File: src/rtl/irq_pkg.sv
// Shared types and constants for the interrupt controller.
package irq_pkg;

  typedef enum logic [1:0] {
    IDLE    = 2'd0,
    REQ     = 2'd1,
    SERVICE = 2'd2
  } irq_state_e;

  localparam logic [3:0] ADDR_EN        = 4'h0;
  localparam logic [3:0] ADDR_MODE      = 4'h1;
  localparam logic [3:0] ADDR_THR       = 4'h2;
  localparam logic [3:0] ADDR_PRIO_BASE = 4'h4;

  localparam int NONE_ID = 0;

endpackage

File: src/rtl/irq_prio_arb.sv
// Combinational priority arbiter: highest priority wins, lowest ID on a tie.
module irq_prio_arb
  import irq_pkg::*;
#(
  parameter int NUM_SRC = 2,
  parameter int PRIO_W  = 2,
  parameter int ID_W    = $clog2(NUM_SRC+1)
) (
  input  logic [NUM_SRC-1:0]             eligible,
  input  logic [NUM_SRC-1:0][PRIO_W-1:0] prio,
  output logic [ID_W-1:0]                win_id,
  output logic                           win_valid
);

  logic [PRIO_W-1:0] best;

  // Scan upward by ID; strict compare keeps the lower ID on equal priority.
  always_comb begin
    win_id    = ID_W'(NONE_ID);
    win_valid = 1'b0;
    best      = '0;
    for (int i = 0; i < NUM_SRC; i++) begin
      if (eligible[i] && (!win_valid || prio[i] > best)) begin
        win_valid = 1'b1;
        best      = prio[i];
        win_id    = ID_W'(i + 1);
      end
    end
  end

endmodule

File: src/rtl/irq_controller.sv
// Interrupt controller: pending/mask/priority, one registered request, claim/complete.
// Optional macro IRQ_SYNC_EN adds a 2-flop synchronizer on every interrupt input.
//
// state   | meaning
// IDLE    | nothing requested; raise a request when any source is eligible
// REQ     | irq_req=1, irq_id frozen until claim or the source becomes ineligible
// SERVICE | claimed source in service (busy=1); waits for a matching complete
module irq_controller
  import irq_pkg::*;
#(
  parameter int NUM_SRC = 2,
  parameter int PRIO_W  = 2,
  parameter int ID_W    = $clog2(NUM_SRC+1)
) (
  input  logic               clk,
  input  logic               reset,
  input  logic [NUM_SRC-1:0] interrupt,
  input  logic               cfg_we,
  input  logic [3:0]         cfg_addr,
  input  logic [31:0]        cfg_wdata,
  output logic [31:0]        cfg_rdata,
  output logic               irq_req,
  output logic [ID_W-1:0]    irq_id,
  input  logic               claim,
  input  logic               complete,
  input  logic [ID_W-1:0]    complete_id,
  output logic               busy
);

  logic [NUM_SRC-1:0]             sampled, in_q, pending, pending_d;
  logic [NUM_SRC-1:0]             en, en_d, mode, mode_d, clr, mask_d, eligible;
  logic [PRIO_W-1:0]              thr, thr_d;
  logic [NUM_SRC-1:0][PRIO_W-1:0] prio, prio_d;
  irq_state_e                     state, state_d;
  logic [ID_W-1:0]                irq_id_d, svc_id, svc_id_d, win_id;
  logic                           win_valid, req_ok;
  logic                           unused_wdata;

  assign unused_wdata = ^cfg_wdata;

`ifdef IRQ_SYNC_EN
  logic [NUM_SRC-1:0] sync1, sync2;

  // Two-flop synchronizer ahead of edge/level sampling.
  always_ff @(posedge clk or negedge reset) begin
    if (!reset) begin
      sync1 <= '0;
      sync2 <= '0;
    end else begin
      sync1 <= interrupt;
      sync2 <= sync1;
    end
  end
  assign sampled = sync2;
`else
  assign sampled = interrupt;
`endif

  // Post-write config values; REQ uses them so a disabling write drops irq_req at once.
  always_comb begin
    en_d   = en;
    mode_d = mode;
    thr_d  = thr;
    prio_d = prio;
    if (cfg_we) begin
      case (cfg_addr)
        ADDR_EN:   en_d   = cfg_wdata[NUM_SRC-1:0];
        ADDR_MODE: mode_d = cfg_wdata[NUM_SRC-1:0];
        ADDR_THR:  thr_d  = cfg_wdata[PRIO_W-1:0];
        default: begin
          for (int i = 0; i < NUM_SRC; i++)
            if (cfg_addr == ADDR_PRIO_BASE + 4'(i)) prio_d[i] = cfg_wdata[PRIO_W-1:0];
        end
      endcase
    end
  end

  // Config registers.
  always_ff @(posedge clk or negedge reset) begin
    if (!reset) begin
      en   <= '0;
      mode <= '0;
      thr  <= '0;
      prio <= '0;
    end else begin
      en   <= en_d;
      mode <= mode_d;
      thr  <= thr_d;
      prio <= prio_d;
    end
  end

  // Config readback, unmapped addresses and unused bits read 0.
  always_comb begin
    cfg_rdata = '0;
    case (cfg_addr)
      ADDR_EN:   cfg_rdata[NUM_SRC-1:0] = en;
      ADDR_MODE: cfg_rdata[NUM_SRC-1:0] = mode;
      ADDR_THR:  cfg_rdata[PRIO_W-1:0]  = thr;
      default: begin
        for (int i = 0; i < NUM_SRC; i++)
          if (cfg_addr == ADDR_PRIO_BASE + 4'(i)) cfg_rdata[PRIO_W-1:0] = prio[i];
      end
    endcase
  end

  // Eligibility of each source and whether the requested source is still eligible.
  always_comb begin
    req_ok = 1'b0;
    for (int i = 0; i < NUM_SRC; i++) begin
      eligible[i] = pending[i] && en[i] && (prio[i] > thr);
      if (irq_id == ID_W'(i + 1))
        req_ok = pending[i] && en_d[i] && (prio_d[i] > thr_d);
    end
  end

  irq_prio_arb #(.NUM_SRC(NUM_SRC), .PRIO_W(PRIO_W), .ID_W(ID_W)) u_arb (
    .eligible  (eligible),
    .prio      (prio),
    .win_id    (win_id),
    .win_valid (win_valid)
  );

  // FSM next state; claim is evaluated before any same-cycle config effect.
  always_comb begin
    state_d  = state;
    irq_id_d = irq_id;
    svc_id_d = svc_id;
    clr      = '0;
    case (state)
      IDLE: begin
        if (win_valid) begin
          state_d  = REQ;
          irq_id_d = win_id;
        end
      end
      REQ: begin
        if (claim) begin
          state_d  = SERVICE;
          svc_id_d = irq_id;
          irq_id_d = ID_W'(NONE_ID);
          for (int i = 0; i < NUM_SRC; i++) clr[i] = (irq_id == ID_W'(i + 1));
        end else if (!req_ok) begin
          state_d  = IDLE;
          irq_id_d = ID_W'(NONE_ID);
        end
      end
      SERVICE: begin
        if (complete && complete_id == svc_id) begin
          state_d  = IDLE;
          svc_id_d = ID_W'(NONE_ID);
        end
      end
      default: begin
        state_d  = IDLE;
        irq_id_d = ID_W'(NONE_ID);
        svc_id_d = ID_W'(NONE_ID);
      end
    endcase
  end

  // Pending update: edge sets (winning over claim-clear), level follows input minus in-service mask.
  always_comb begin
    for (int i = 0; i < NUM_SRC; i++) begin
      mask_d[i] = (state_d == SERVICE) && (svc_id_d == ID_W'(i + 1));
      if (mode[i]) pending_d[i] = (pending[i] && !clr[i]) || (sampled[i] && !in_q[i]);
      else         pending_d[i] = sampled[i] && !mask_d[i];
    end
  end

  // Input sample and pending registers.
  always_ff @(posedge clk or negedge reset) begin
    if (!reset) begin
      in_q    <= '0;
      pending <= '0;
    end else begin
      in_q    <= sampled;
      pending <= pending_d;
    end
  end

  // FSM state and registered IDs.
  always_ff @(posedge clk or negedge reset) begin
    if (!reset) begin
      state  <= IDLE;
      irq_id <= '0;
      svc_id <= '0;
    end else begin
      state  <= state_d;
      irq_id <= irq_id_d;
      svc_id <= svc_id_d;
    end
  end

  assign irq_req = (state == REQ);
  assign busy    = (state == SERVICE);

endmodule

File: config.mk
export PLATFORM = sky130hd
export DESIGN_NAME = irq_controller
export DESIGN_NICKNAME = d
export VERILOG_FILES = /design/src/rtl/irq_pkg.sv /design/src/rtl/irq_prio_arb.sv /design/src/rtl/irq_controller.sv
export SDC_FILE = /design/constraint.sdc
export NUM_CORES = 1
export LEC_CHECK = 0
export BUFFER_PORTS_ARGS = -buffer_cell sky130_fd_sc_hd__buf_2
export CAP_MARGIN = 20
export CELL_PAD_IN_SITES_DETAIL_PLACEMENT = 0
export CELL_PAD_IN_SITES_GLOBAL_PLACEMENT = 1
export CORE_MARGIN = 2
export CORE_UTILIZATION = 32
export DETAILED_ROUTE_END_ITERATION = 8
export HOLD_SLACK_MARGIN = 0.1
export PLACE_DENSITY = 0.78
export SYNTH_ARGS = -nofsm -noshare
export SYNTH_HDL_FRONTEND = slang
export SYNTH_SLANG_ARGS = --single-unit
File: constraint.sdc
create_clock -name clk -period 2.91 [get_ports clk]
set_input_delay 0.4365 -clock clk [delete_from_list [all_inputs] [get_ports clk]]
set_output_delay 0.4365 -clock clk [all_outputs]
set_load 0.02 [all_outputs]
==> reports/metrics.cfg <==
[status]
status = complete, no violations

[layout]
drive_gt1_frac = 0.178
nets = 247
fillers = 489
n_antenna_cell = 0
final_area_um2 = 1650
syn_to_final_growth_pct = 7.25
instances_no_fill = 245

[worst_setup_path]
setup.worst_path.end_class = register
cp_cell_sequence = inv_1 > ha_1 > nor2b_1 > o2111a_1 > nand2_1 > ha_1 > nor2b_1 > o21ai_0 > a211oi_1 > a21oi_1 > o21bai_1
crit_fanout = 6
start_kind = register
reg2reg_slack_ns = 0.47
path_class = reg2reg
cp_data_arrival_time_ns = 2.59
worstSetupStartpoint = thr[1]
regToRegStartpoint = thr[1]
crit_required_ns = 3.06
r2r_cells = 11
cp-endpoint = irq_id[1]
critPathSlowestCell = dfrtp_1
cpPeakStageDelay_ns = 0.37
r2r-end = irq_id[1]

[hold_path]
hold_path_class = in2async

[yosys]
synth_top_cell_area_share = 0.326
synth.avg_cell_area_um2 = 9.09
yosysWarnings = 0
ys_seq_area_frac = 0.326
synth-edff-count = 0
yosysMostFrequentCell = buf_4
synth_area_leaders = dfrtp_1, buf_4, ha_1, a21oi_1, mux2_2
async_reset_ff_frac = 1.00
synth_ff_type = dfrtp_1
synth_cell_types = 36
synth_seq_cells = 20
synthesis.area_um2 = 1540
ys_top_cells_by_count = buf_4, dfrtp_1, a21oi_1, nand2_1, inv_1
yosys.area.top_type = dfrtp_1
synthCells = 169

[sta]
max_freq_mhz = 410
hold_viol = 0
setup_tns_ns = 0
setup-violations-final = 0
slew_viol_final = 0
rsz0062_at_grt = false
min_period_ns = 2.44
period_share = 0.839
clock_skew_ns = 0.00193

[power_and_ir_drop]
internal_power_mw = 0.725
seqPwrFrac = 0.378
power_frac_clock = 0.241
swShare = 0.374
irDropWorstVdd_v = 0.000304
switching_power_mw = 0.433
pwr-share-comb = 0.380
leakage_nw = 0.824
p_per_area_nw_per_um2 = 703

[detailed_routing]
final_antenna_net_count = 0
firstDrtPassIters = 4
vias = 1107
drc = 0
wl_per_cell_um = 11.4
wirelength_um = 2790
drtIter0Drc = 25
vias_per_cell = 4.52

[cts]
postCtsHoldBufs = 0
max-clock-path-buffers = 2
clk_latency_ns = 0.26
cts_tree = yes
htreeDepth = 1
path_clk_slew_ns = 0.08
cts_resized = 0
cts_sinks = 20
numCtsBuffers = 3
cts_root_buf = clkbuf_8
postCtsSetupRepairBufs = 0

[placement]
finalWeightedCongestion = 0.786
dpl-instance-area_um2 = 1580
place_inst = 241
hpwl_um = 2250
io_buffer_count = 20

[floorplan]
core_area_um2 = 4660
rows = 25
io_pins = 81
dieArea_um2 = 5370
die-width_um = 73.3
die_h_um = 73.3
start_util = 0.330

[grt]
overflow = 0
first_global_vias = 1062
grt_pass1_wl_um = 4810
grt.total_usage = 0.117
antenna_found_initial = 0
grt_max_degree = 21

[job]
drv_cap = 0

[how the worst min path moves through the flow]
stage                 to  cells past startpoint
6_report         in_q[1]                      1
2_1_floorplan      en[0]                      0
4_1_cts        irq_id[1]                      1
5_1_grt          in_q[0]                      1
3_5_place_dp     in_q[1]                      1
3_3_place_gp     in_q[0]                      1
[flip-flops by register name (all words and copies together), names as in the netlist]
signal,cells
in_q,2
thr,2
mode,2
irq_id,2
state,2
en,2
pending,2
prio,4
svc_id,2
[placed cells by master (no fill, tap or decap), types with 2 or more instances in the layout]
cell type  instances
mux2i_1            3
inv_1             12
a21oi_1           13
mux2_4             2
conb_1            30
o21ai_0            9
nor2_1             8
xnor2_1            2
ha_1              10
mux2_2             5
o2111a_1           3
nor2b_1            9
a211oi_1           2
buf_2             20
nor3_1             4
nand3b_1           5
clkbuf_8           3
dfrtp_1           20
nand2_1           13
[metal layers]
metal,up-vias,GRT usage,share of wire
li1,571,-,-
met1,496,0.160,0.51
met2,35,0.179,0.42
met3,5,0.0219,0.056
met4,0,0.0545,0.020
met5,-,0,0
[critical path, delay by kind of cell (launching register included)]
| family | cells | cell delay (ns) |
|---|---|---|
| buffers and inverters | 1 | 0.07 |
| flip-flops | 1 | 0.37 |
| AO/OA/AOI/OAI | 5 | 0.97 |
| adder cells (fa/ha/maj) | 2 | 0.57 |
| AND/OR/NAND/NOR | 3 | 0.35 |
[area by class of cell]
| type | instances | area (um2) | share of cell area |
|---|---|---|---|
| Multi-Input combinational cell | 135 | 863 | 0.524 |
| Sequential cell | 20 | 500 | 0.304 |
| Timing Repair Buffer | 20 | 100 | 0.0607 |
| Tap cell | 54 | 67.6 | 0.0410 |
| Inverter | 12 | 45.0 | 0.0273 |
| Clock buffer | 3 | 41.3 | 0.0251 |
| Clock inverter | 1 | 30.0 | 0.0182 |
[cells by family after synthesis]
family	Yosys count	share of synthesized area
compound gates	32	0.130
xor+xnor	2	0.0114
fa+ha+maj	10	0.0814
buf+inv	43	0.183
flops	20	0.326
mux	10	0.0757
other cells	1	0.00244
simple gates	51	0.190
[power groups by stage]
stage          registers [mW]  logic, mW  clock network [mW]
3_3_place_gp            0.447      0.438                   0
2_1_floorplan           0.431      0.362                   0
6_report                0.438      0.441               0.279
4_1_cts                 0.440      0.447               0.286
5_1_grt                 0.453      0.502               0.305
3_5_place_dp            0.446      0.442                   0
[stage by stage]
| stage | hold WS [ns] | total power [mW] | utilization | setup slack, ns |
|---|---|---|---|---|
| final | 0.115 | 1.16 | 0.354 | 0.469 |
| after global routing | 0.138 | 1.26 | 0.354 | 0.187 |
| after CTS | 0.124 | 1.17 | 0.354 | 0.451 |
| after detailed placement | 0.413 | 0.888 | 0.338 | 0.278 |
| after global placement | 0.415 | 0.885 | 0.338 | 0.259 |
| after floorplan | 0.141 | 0.793 | - | 0.535 |
(Power assumes the default switching activity.)
